### src/rtl/id_ex_stage.sv
// ID/EX pipeline register with EX operand selection: ALU control decode, MEM/WB forwarding
// and load-use hazard detection with single-bubble insertion.
module id_ex_stage #(
    parameter int XLEN   = 32,
    parameter int REG_AW = 5
) (
    input  logic              clk,
    input  logic              rst_n,
    input  logic              stall,
    input  logic              flush,
    input  logic              id_valid,
    input  logic [XLEN-1:0]   id_pc,
    input  logic [XLEN-1:0]   id_rs1_data,
    input  logic [XLEN-1:0]   id_rs2_data,
    input  logic [XLEN-1:0]   id_imm,
    input  logic [REG_AW-1:0] id_rs1,
    input  logic [REG_AW-1:0] id_rs2,
    input  logic [REG_AW-1:0] id_rd,
    input  logic [1:0]        id_alu_op,
    input  logic [2:0]        id_funct3,
    input  logic              id_funct7b5,
    input  logic              id_alu_src,
    input  logic              id_reg_write,
    input  logic              id_mem_read,
    input  logic              id_mem_write,
    input  logic              id_mem_to_reg,
    input  logic              id_branch,
    input  logic              mem_reg_write,
    input  logic [REG_AW-1:0] mem_rd,
    input  logic [XLEN-1:0]   mem_result,
    input  logic              wb_reg_write,
    input  logic [REG_AW-1:0] wb_rd,
    input  logic [XLEN-1:0]   wb_result,
    output logic              ex_valid,
    output logic [XLEN-1:0]   alu_a,
    output logic [XLEN-1:0]   alu_b,
    output logic [3:0]        alu_ctl,
    output logic [XLEN-1:0]   ex_store_data,
    output logic [XLEN-1:0]   ex_pc,
    output logic [REG_AW-1:0] ex_rd,
    output logic              ex_reg_write,
    output logic              ex_mem_read,
    output logic              ex_mem_write,
    output logic              ex_mem_to_reg,
    output logic              ex_branch,
    output logic              load_use_hazard
);

    logic [XLEN-1:0]   ex_rs1_data;
    logic [XLEN-1:0]   ex_rs2_data;
    logic [XLEN-1:0]   ex_imm;
    logic [REG_AW-1:0] ex_rs1;
    logic [REG_AW-1:0] ex_rs2;
    logic              ex_alu_src;
    logic              load_en;
    logic              take;
    logic [XLEN-1:0]   fwd_rs1;
    logic [XLEN-1:0]   fwd_rs2;

    function automatic logic [3:0] decode_alu_ctl(input logic [1:0] alu_op,
                                                  input logic [2:0] funct3,
                                                  input logic       funct7b5);
        logic [3:0] ctl;
        ctl = 4'b1111;
        case (alu_op)
            2'b00: ctl = 4'b0010;
            2'b01: ctl = 4'b0110;
            default: begin
                case (funct3)
                    3'b000: ctl = (alu_op == 2'b10 && funct7b5) ? 4'b0110 : 4'b0010;
                    3'b111: ctl = 4'b0000;
                    3'b110: ctl = 4'b0001;
                    3'b010: ctl = 4'b0111;
                    default: ctl = 4'b1111;
                endcase
            end
        endcase
        return ctl;
    endfunction

    function automatic logic [XLEN-1:0] forward(input logic [REG_AW-1:0] rs,
                                                input logic [XLEN-1:0]   reg_data,
                                                input logic              m_we,
                                                input logic [REG_AW-1:0] m_rd,
                                                input logic [XLEN-1:0]   m_res,
                                                input logic              w_we,
                                                input logic [REG_AW-1:0] w_rd,
                                                input logic [XLEN-1:0]   w_res);
        if (m_we && m_rd != '0 && m_rd == rs)
            return m_res;
        else if (w_we && w_rd != '0 && w_rd == rs)
            return w_res;
        return reg_data;
    endfunction

    assign load_use_hazard = ex_valid && ex_mem_read && ex_rd != '0 &&
                             (ex_rd == id_rs1 || ex_rd == id_rs2);

    // Flush overrides stall; otherwise a non-stalled edge either captures or inserts a bubble.
    assign load_en = flush || !stall;
    assign take    = !flush && id_valid && !load_use_hazard;

    always_ff @(posedge clk or negedge rst_n) begin
        if (!rst_n) begin
            ex_valid      <= 1'b0;
            ex_pc         <= '0;
            ex_rs1_data   <= '0;
            ex_rs2_data   <= '0;
            ex_imm        <= '0;
            ex_rs1        <= '0;
            ex_rs2        <= '0;
            ex_rd         <= '0;
            alu_ctl       <= 4'b0000;
            ex_alu_src    <= 1'b0;
            ex_reg_write  <= 1'b0;
            ex_mem_read   <= 1'b0;
            ex_mem_write  <= 1'b0;
            ex_mem_to_reg <= 1'b0;
            ex_branch     <= 1'b0;
        end else if (load_en) begin
            ex_valid      <= take;
            ex_pc         <= take ? id_pc : '0;
            ex_rs1_data   <= take ? id_rs1_data : '0;
            ex_rs2_data   <= take ? id_rs2_data : '0;
            ex_imm        <= take ? id_imm : '0;
            ex_rs1        <= take ? id_rs1 : '0;
            ex_rs2        <= take ? id_rs2 : '0;
            ex_rd         <= take ? id_rd : '0;
            alu_ctl       <= take ? decode_alu_ctl(id_alu_op, id_funct3, id_funct7b5) : 4'b0000;
            ex_alu_src    <= take && id_alu_src;
            ex_reg_write  <= take && id_reg_write;
            ex_mem_read   <= take && id_mem_read;
            ex_mem_write  <= take && id_mem_write;
            ex_mem_to_reg <= take && id_mem_to_reg;
            ex_branch     <= take && id_branch;
        end
    end

    // EX operand selection (combinational from registered stage state)
    always_comb begin
        fwd_rs1 = forward(ex_rs1, ex_rs1_data, mem_reg_write, mem_rd, mem_result,
                          wb_reg_write, wb_rd, wb_result);
        fwd_rs2 = forward(ex_rs2, ex_rs2_data, mem_reg_write, mem_rd, mem_result,
                          wb_reg_write, wb_rd, wb_result);
        alu_a         = fwd_rs1;
        alu_b         = ex_alu_src ? ex_imm : fwd_rs2;
        ex_store_data = fwd_rs2;
    end

endmodule

### config.mk
export PLATFORM = sky130hd
export DESIGN_NAME = id_ex_stage
export DESIGN_NICKNAME = d
export VERILOG_FILES = /design/src/rtl/id_ex_stage.sv
export SDC_FILE = /design/constraint.sdc
export NUM_CORES = 1
export LEC_CHECK = 0
export BUFFER_PORTS_ARGS = -buffer_cell sky130_fd_sc_hd__buf_4
export CAP_MARGIN = 20
export CELL_PAD_IN_SITES_DETAIL_PLACEMENT = 1
export CELL_PAD_IN_SITES_GLOBAL_PLACEMENT = 1
export CORE_MARGIN = 1
export CORE_UTILIZATION = 30
export DETAILED_ROUTE_END_ITERATION = 8
export PLACE_DENSITY = 0.8
export SYNTH_ARGS = -nofsm -noshare
export SYNTH_HDL_FRONTEND = slang
export SYNTH_SLANG_ARGS = --single-unit
export TNS_END_PERCENT = 100
### constraint.sdc
create_clock -name clk -period 2.1 [get_ports clk]
set_input_delay 0.105 -clock clk [delete_from_list [all_inputs] [get_ports clk]]
set_output_delay 0.105 -clock clk [all_outputs]
set_load 0.02 [all_outputs]
-- Word-level counts from Yosys, hierarchy flattened
Cells that the tools add are included.
- flip-flop bits (word level): 154
- word-level logic and storage cells: 76
- output and inout bits: 144
- input bits: 236
- multiplexer cells: 22
- equality and inequality tests: 11
- reduce and logical (&&, ||, !) cells: 28
- operators by type and width (kind ; count):
    $mux 32 ; 11
    $eq 5x5->1 ; 6
    $logic_and 1x1->1 ; 18
    $pmux 4 s4 ; 1
    $mux 5 ; 3
    $reduce_bool 5->1 ; 3
    $pmux 4 s2 ; 1
    $eq 3x3->1 const B ; 2
    $mux 1 ; 4
    $mux 4 ; 1
    $eq 3x2->1 const B ; 1
    $logic_not 1->1 ; 3
    $logic_not 3->1 ; 1
    $mux 3 ; 1
    $eq 2x1->1 const B ; 1
    $eq 2x2->1 const B ; 1
    $logic_not 2->1 ; 1
    $logic_or 1x1->1 ; 2

-- Depth between registers and ports, before layout
- depth after elaboration: 7
- gate-level depth with buffers: 7
- depth with buffers taken out: 5

-- Worst setup path before layout
Ideal clock, no wire load.
- kind: register -> output
- start: reg ex_rs2[2]
- end: out alu_b[3]
- data required time: 1.995 ns
- stages on the path, launching flop included: 8
- path buffers: 2
- slack: -0.212 ns
- arrival time: 2.207 ns
- cells stage by stage: dfrtp_1 > xor2_1 > or4b_1 > buf_2 > buf_6 > nor4b_2 > a211oi_1 > o31ai_1
- cells in the longest elaborated chain, start to end: 6
- elaborated cells between the ends (all ways): 9
- classes of those cells: eq/ne: 2; mux: 5; reduce/logical: 2
- ends and longest elaborated chain (item ; RTL line ; text):
    from (decl) ; 53 ; logic [REG_AW-1:0] ex_rs2;
    from (signal assigned) ; 127 ; ex_rs2 <= take ? id_rs2 : '0;
    $eq 5x5->1 ; 91 ; else if (w_we && w_rd != '0 && w_rd == rs)
    $logic_and 1x1->1 ; 91 ;
    $mux 1 ; 91 ;
    $mux 1 ; 89 ; if (m_we && m_rd != '0 && m_rd == rs)
    $mux 32 (*) ; 93 ; return reg_data;
    $mux 32 (*) ; 146 ; alu_b = ex_alu_src ? ex_imm : fwd_rs2;
    to (decl) ; 36 ; output logic [XLEN-1:0] alu_b,
Every way passes the cells marked *; elsewhere a longest branch is shown, timed or not.

-- Worst setup path in the final report
- start: reg ex_rs2[2]
- end: out alu_b[26]
The elaborated chain is that of the path after synthesis.

==> impl_metrics.csv <==
group,metric,value,unit
drt,wl_per_cell,28.4,um
timing,layout_min_cycle_time,2.88,ns
grt,antenna_found_initial,1,
place,place_worst_setup_slack,-0.269,ns
place,gp_congestion,0.816,
pwr,power.total,0.00902,W
timing,slew_violations,0,
timing,relSlewSlack,0.564,
timing,setup_tns,-56.00,ns
clock_tree,clockBufferDepth,2,
grt,grt.busiest_layer,"met2",
floorplan,core_area,27000,um^2
critical_path,end_kind,"primary output",
grt,grt_pass1_wl,71.9,mm
job,maxCapViolations,0,
pwr,p_per_area,545,nW/um^2
drt,vias,10100,
drt,final_antenna_net_count,0,
place,hpwl,29.0,mm
clock_tree,htree_num_levels,4,
timing,finalCritPeriodShare,1.37,
timing,rsz0062_at_grt,"yes",
run_status,status,"complete, but fails checks",
yosys,synth_edf_count,0,
final_layout,drive_above_1_share,0.517,
grt,use_met3,0.0632,
timing,clock_skew,0.0243,ns
yosys,syn_area,8300,um^2
run_status,violations,"negative setup slack",
hold_path,min_path_type,"in2reg",
yosys,yosysMostFrequentCell,"dfrtp_1",
timing,fin_ws,-0.781,ns
place,place_inst,1518,
grt,met2_usage,0.620,
drt,totalWireLength,49.4,mm
critical_path,crit_chain,"xor2_1, or4b_4, buf_12, o31ai_4, a31oi_4, mux2_4, buf_4",
final_layout,nNetsFinal,1619,
final_layout,layout.cells.non_filler,1738,
critical_path,critPathRequiredTime,2.00,ns
drt,viasPerCell,5.80,
timing,tightest_slew,0.654,ns
yosys,netlist_instances,784,
yosys,ys_top_cells_by_area,"dfrtp_1 46%, a22o_1 16%, o31ai_2 4.4%",
clock_tree,clock-sinks,154,
place,portBuffers,379,
grt,gr-total-overflow,0,
drt,drtIter0Drc,657,
pwr,ir_worst_vdd,0.400,mV
critical_path,cp.arrival,2.78,ns
critical_path,cp_max_fo,21,
grt,grt_pass1_vias,11300,
yosys,ys_types,41,
critical_path,cp_top_family,"simple AND/OR/NAND/NOR gates",
grt,grt_max_degree,58,
clock_tree,clk_pin_slew,0.08,ns
floorplan,die_w,168,um
clock_tree,cts_tree,"built",
floorplan,dieArea,28300,um^2
pwr,p_leak,7.35,nW
critical_path,path_class,"reg2out",
drt,firstDrtPassIters,5,
floorplan,rows,60,
critical_path,cp_slowest_cell,"or4b_4",
timing,finalSetupViolCount,96,
yosys,ys.warnings.count,0,
grt,grt_use_met1,0.372,
yosys,synth_common_cells,"154 x dfrtp_1, 151 x a22o_1, 58 x clkbuf_1",
grt,grt_util_all_layers,0.340,
yosys,synth_ff_type,"dfrtp_1",
critical_path,startpoint_type,"flop",
clock_tree,cts-root-buf,"clkbuf_16",
clock_tree,numCtsBuffers,17,
drt,drc,0,
yosys,yosysSeqAreaShare,0.465,
critical_path,max_stage_delay,0.61,ns
yosys,avgSynthCellArea,10.6,um^2
floorplan,die_h,168,um
final_layout,syn2layout_area_growth,99.5,%
clock_tree,clock_latency,0.44,ns
yosys,ys_ff_latch,154,
timing,timing.fmax,347,MHz
yosys,yosys.area.top_type,"dfrtp_1",
floorplan,num_io_pins,380,
timing,hold_viol,0,
yosys,synth_fp_nets,1020,
timing,holdWs,0.0451,ns
yosys,ys_async_sr_fraction,1.00,
critical_path,cp.buffers_inverters,2,
floorplan,initial_core_util,0.307,
yosys,synth_top_area_frac,0.465,
## through the flow
| step | instance area (um^2) | utilization |
|---|---|---|
| after CTS | 16100 | 0.597 |
| after global placement | 13200 | 0.488 |
| after floorplan | 9120 | - |
| after global routing | 16500 | 0.612 |
| final | 16500 | 0.612 |
| after detailed placement | 13200 | 0.488 |
## final timing paths
| check | from | end | slack [ns] | cells after the start |
|---|---|---|---|---|
| max | ex_rs2[2]$_DFFE_PN0P_ | alu_b[26] | -0.78 | 7 |
| min | id_alu_op[0] | alu_ctl[2]$_DFFE_PN0P_ | 0.05 | 3 |
| max reg2reg | ex_rd[0]$_DFFE_PN0P_ | ex_rs2[3]$_DFFE_PN0P_ | 0.07 | 9 |
| min reg2reg | ex_imm[2]$_DFFE_PN0P_ | ex_imm[2]$_DFFE_PN0P_ | 0.50 | 1 |
| max in group asynchronous | rst_n | ex_alu_src$_DFFE_PN0P_ | 0.99 | 3 |
| min in group asynchronous | rst_n | ex_imm[21]$_DFFE_PN0P_ | 0.27 | 2 |
## timing repair
| action | in CTS | in global routing |
|---|---|---|
| pin swaps | 39 | 27 |
| resized for setup | 114 | 63 |
| hold buffers | 152 | 0 |
| gates cloned | 5 | 1 |
| endpoints found under the hold margin | 205 | 0 |
| buffers inserted | 19 | 11 |
| endpoints found under the setup margin | 96 | 204 |
## layout make-up
type | count | area (um^2)
diodes | 1 | 2.50
clock buffers | 17 | 425
clock inverters | 15 | 193
fillers | 2663 | 10500
inverters | 1 | 3.75
multi-input cells | 541 | 5450
flip-flops and latches | 154 | 3860
well taps | 341 | 427
repair buffers | 668 | 6190
## power breakdown
part / switching, W / internal (W) / total [W] / leakage [nW]
registers: 0.000115 / 0.00308 / 0.00319 / 2.10
logic: 0.00122 / 0.00124 / 0.00246 / 4.95
clock network: 0.00163 / 0.00174 / 0.00337 / 0.304
total: 0.00297 / 0.00605 / 0.00902 / 7.35
## kinds of logic after synthesis
| kind of cell | after synthesis | share of synthesized area |
|---|---|---|
| multiplexers | 65 | 0.0833 |
| flip-flops | 154 | 0.465 |
| XOR/XNOR | 30 | 0.0317 |
| AND/OR/NAND/NOR | 190 | 0.114 |
| buffers and inverters | 89 | 0.0477 |
| AO/OA/AOI/OAI | 256 | 0.259 |
## layout by cell type (no fill, tap or decap), types with 4 or more instances in the layout
cell             n
dlygate4sd3_1  152
buf_4          409
mux2_4          31
buf_6           64
inv_8            7
xnor2_2          6
o31ai_4         30
dfrtp_1        151
xnor2_1         14
nor2_4           5
clkbuf_16       18
nor4_1          31
a22o_1         151
mux2i_4         15
xor2_1           6
buf_12          31
nor2_1          30
a21oi_1         15
nor3_2           9
nor3_1          24
a21oi_2         17
nand3_1         34
nand2_1         36
a31oi_4         31
buf_8            4
buf_16           6
nor2_2           4
mux2i_1         15
## tightest hold or removal path, stage by stage
cell and delay, ns:
buf_4 0.08, mux2_2 0.14, a22o_1 0.11
## metal layers
metal | routed length, um | up-vias | part of all wire
li1 | - | 4211 | -
met1 | 18100 | 5137 | 0.37
met2 | 25700 | 579 | 0.52
met3 | 3050 | 159 | 0.062
met4 | 2490 | 0 | 0.050
met5 | 0 | - | 0
Power figures use the tool's default switching activity.
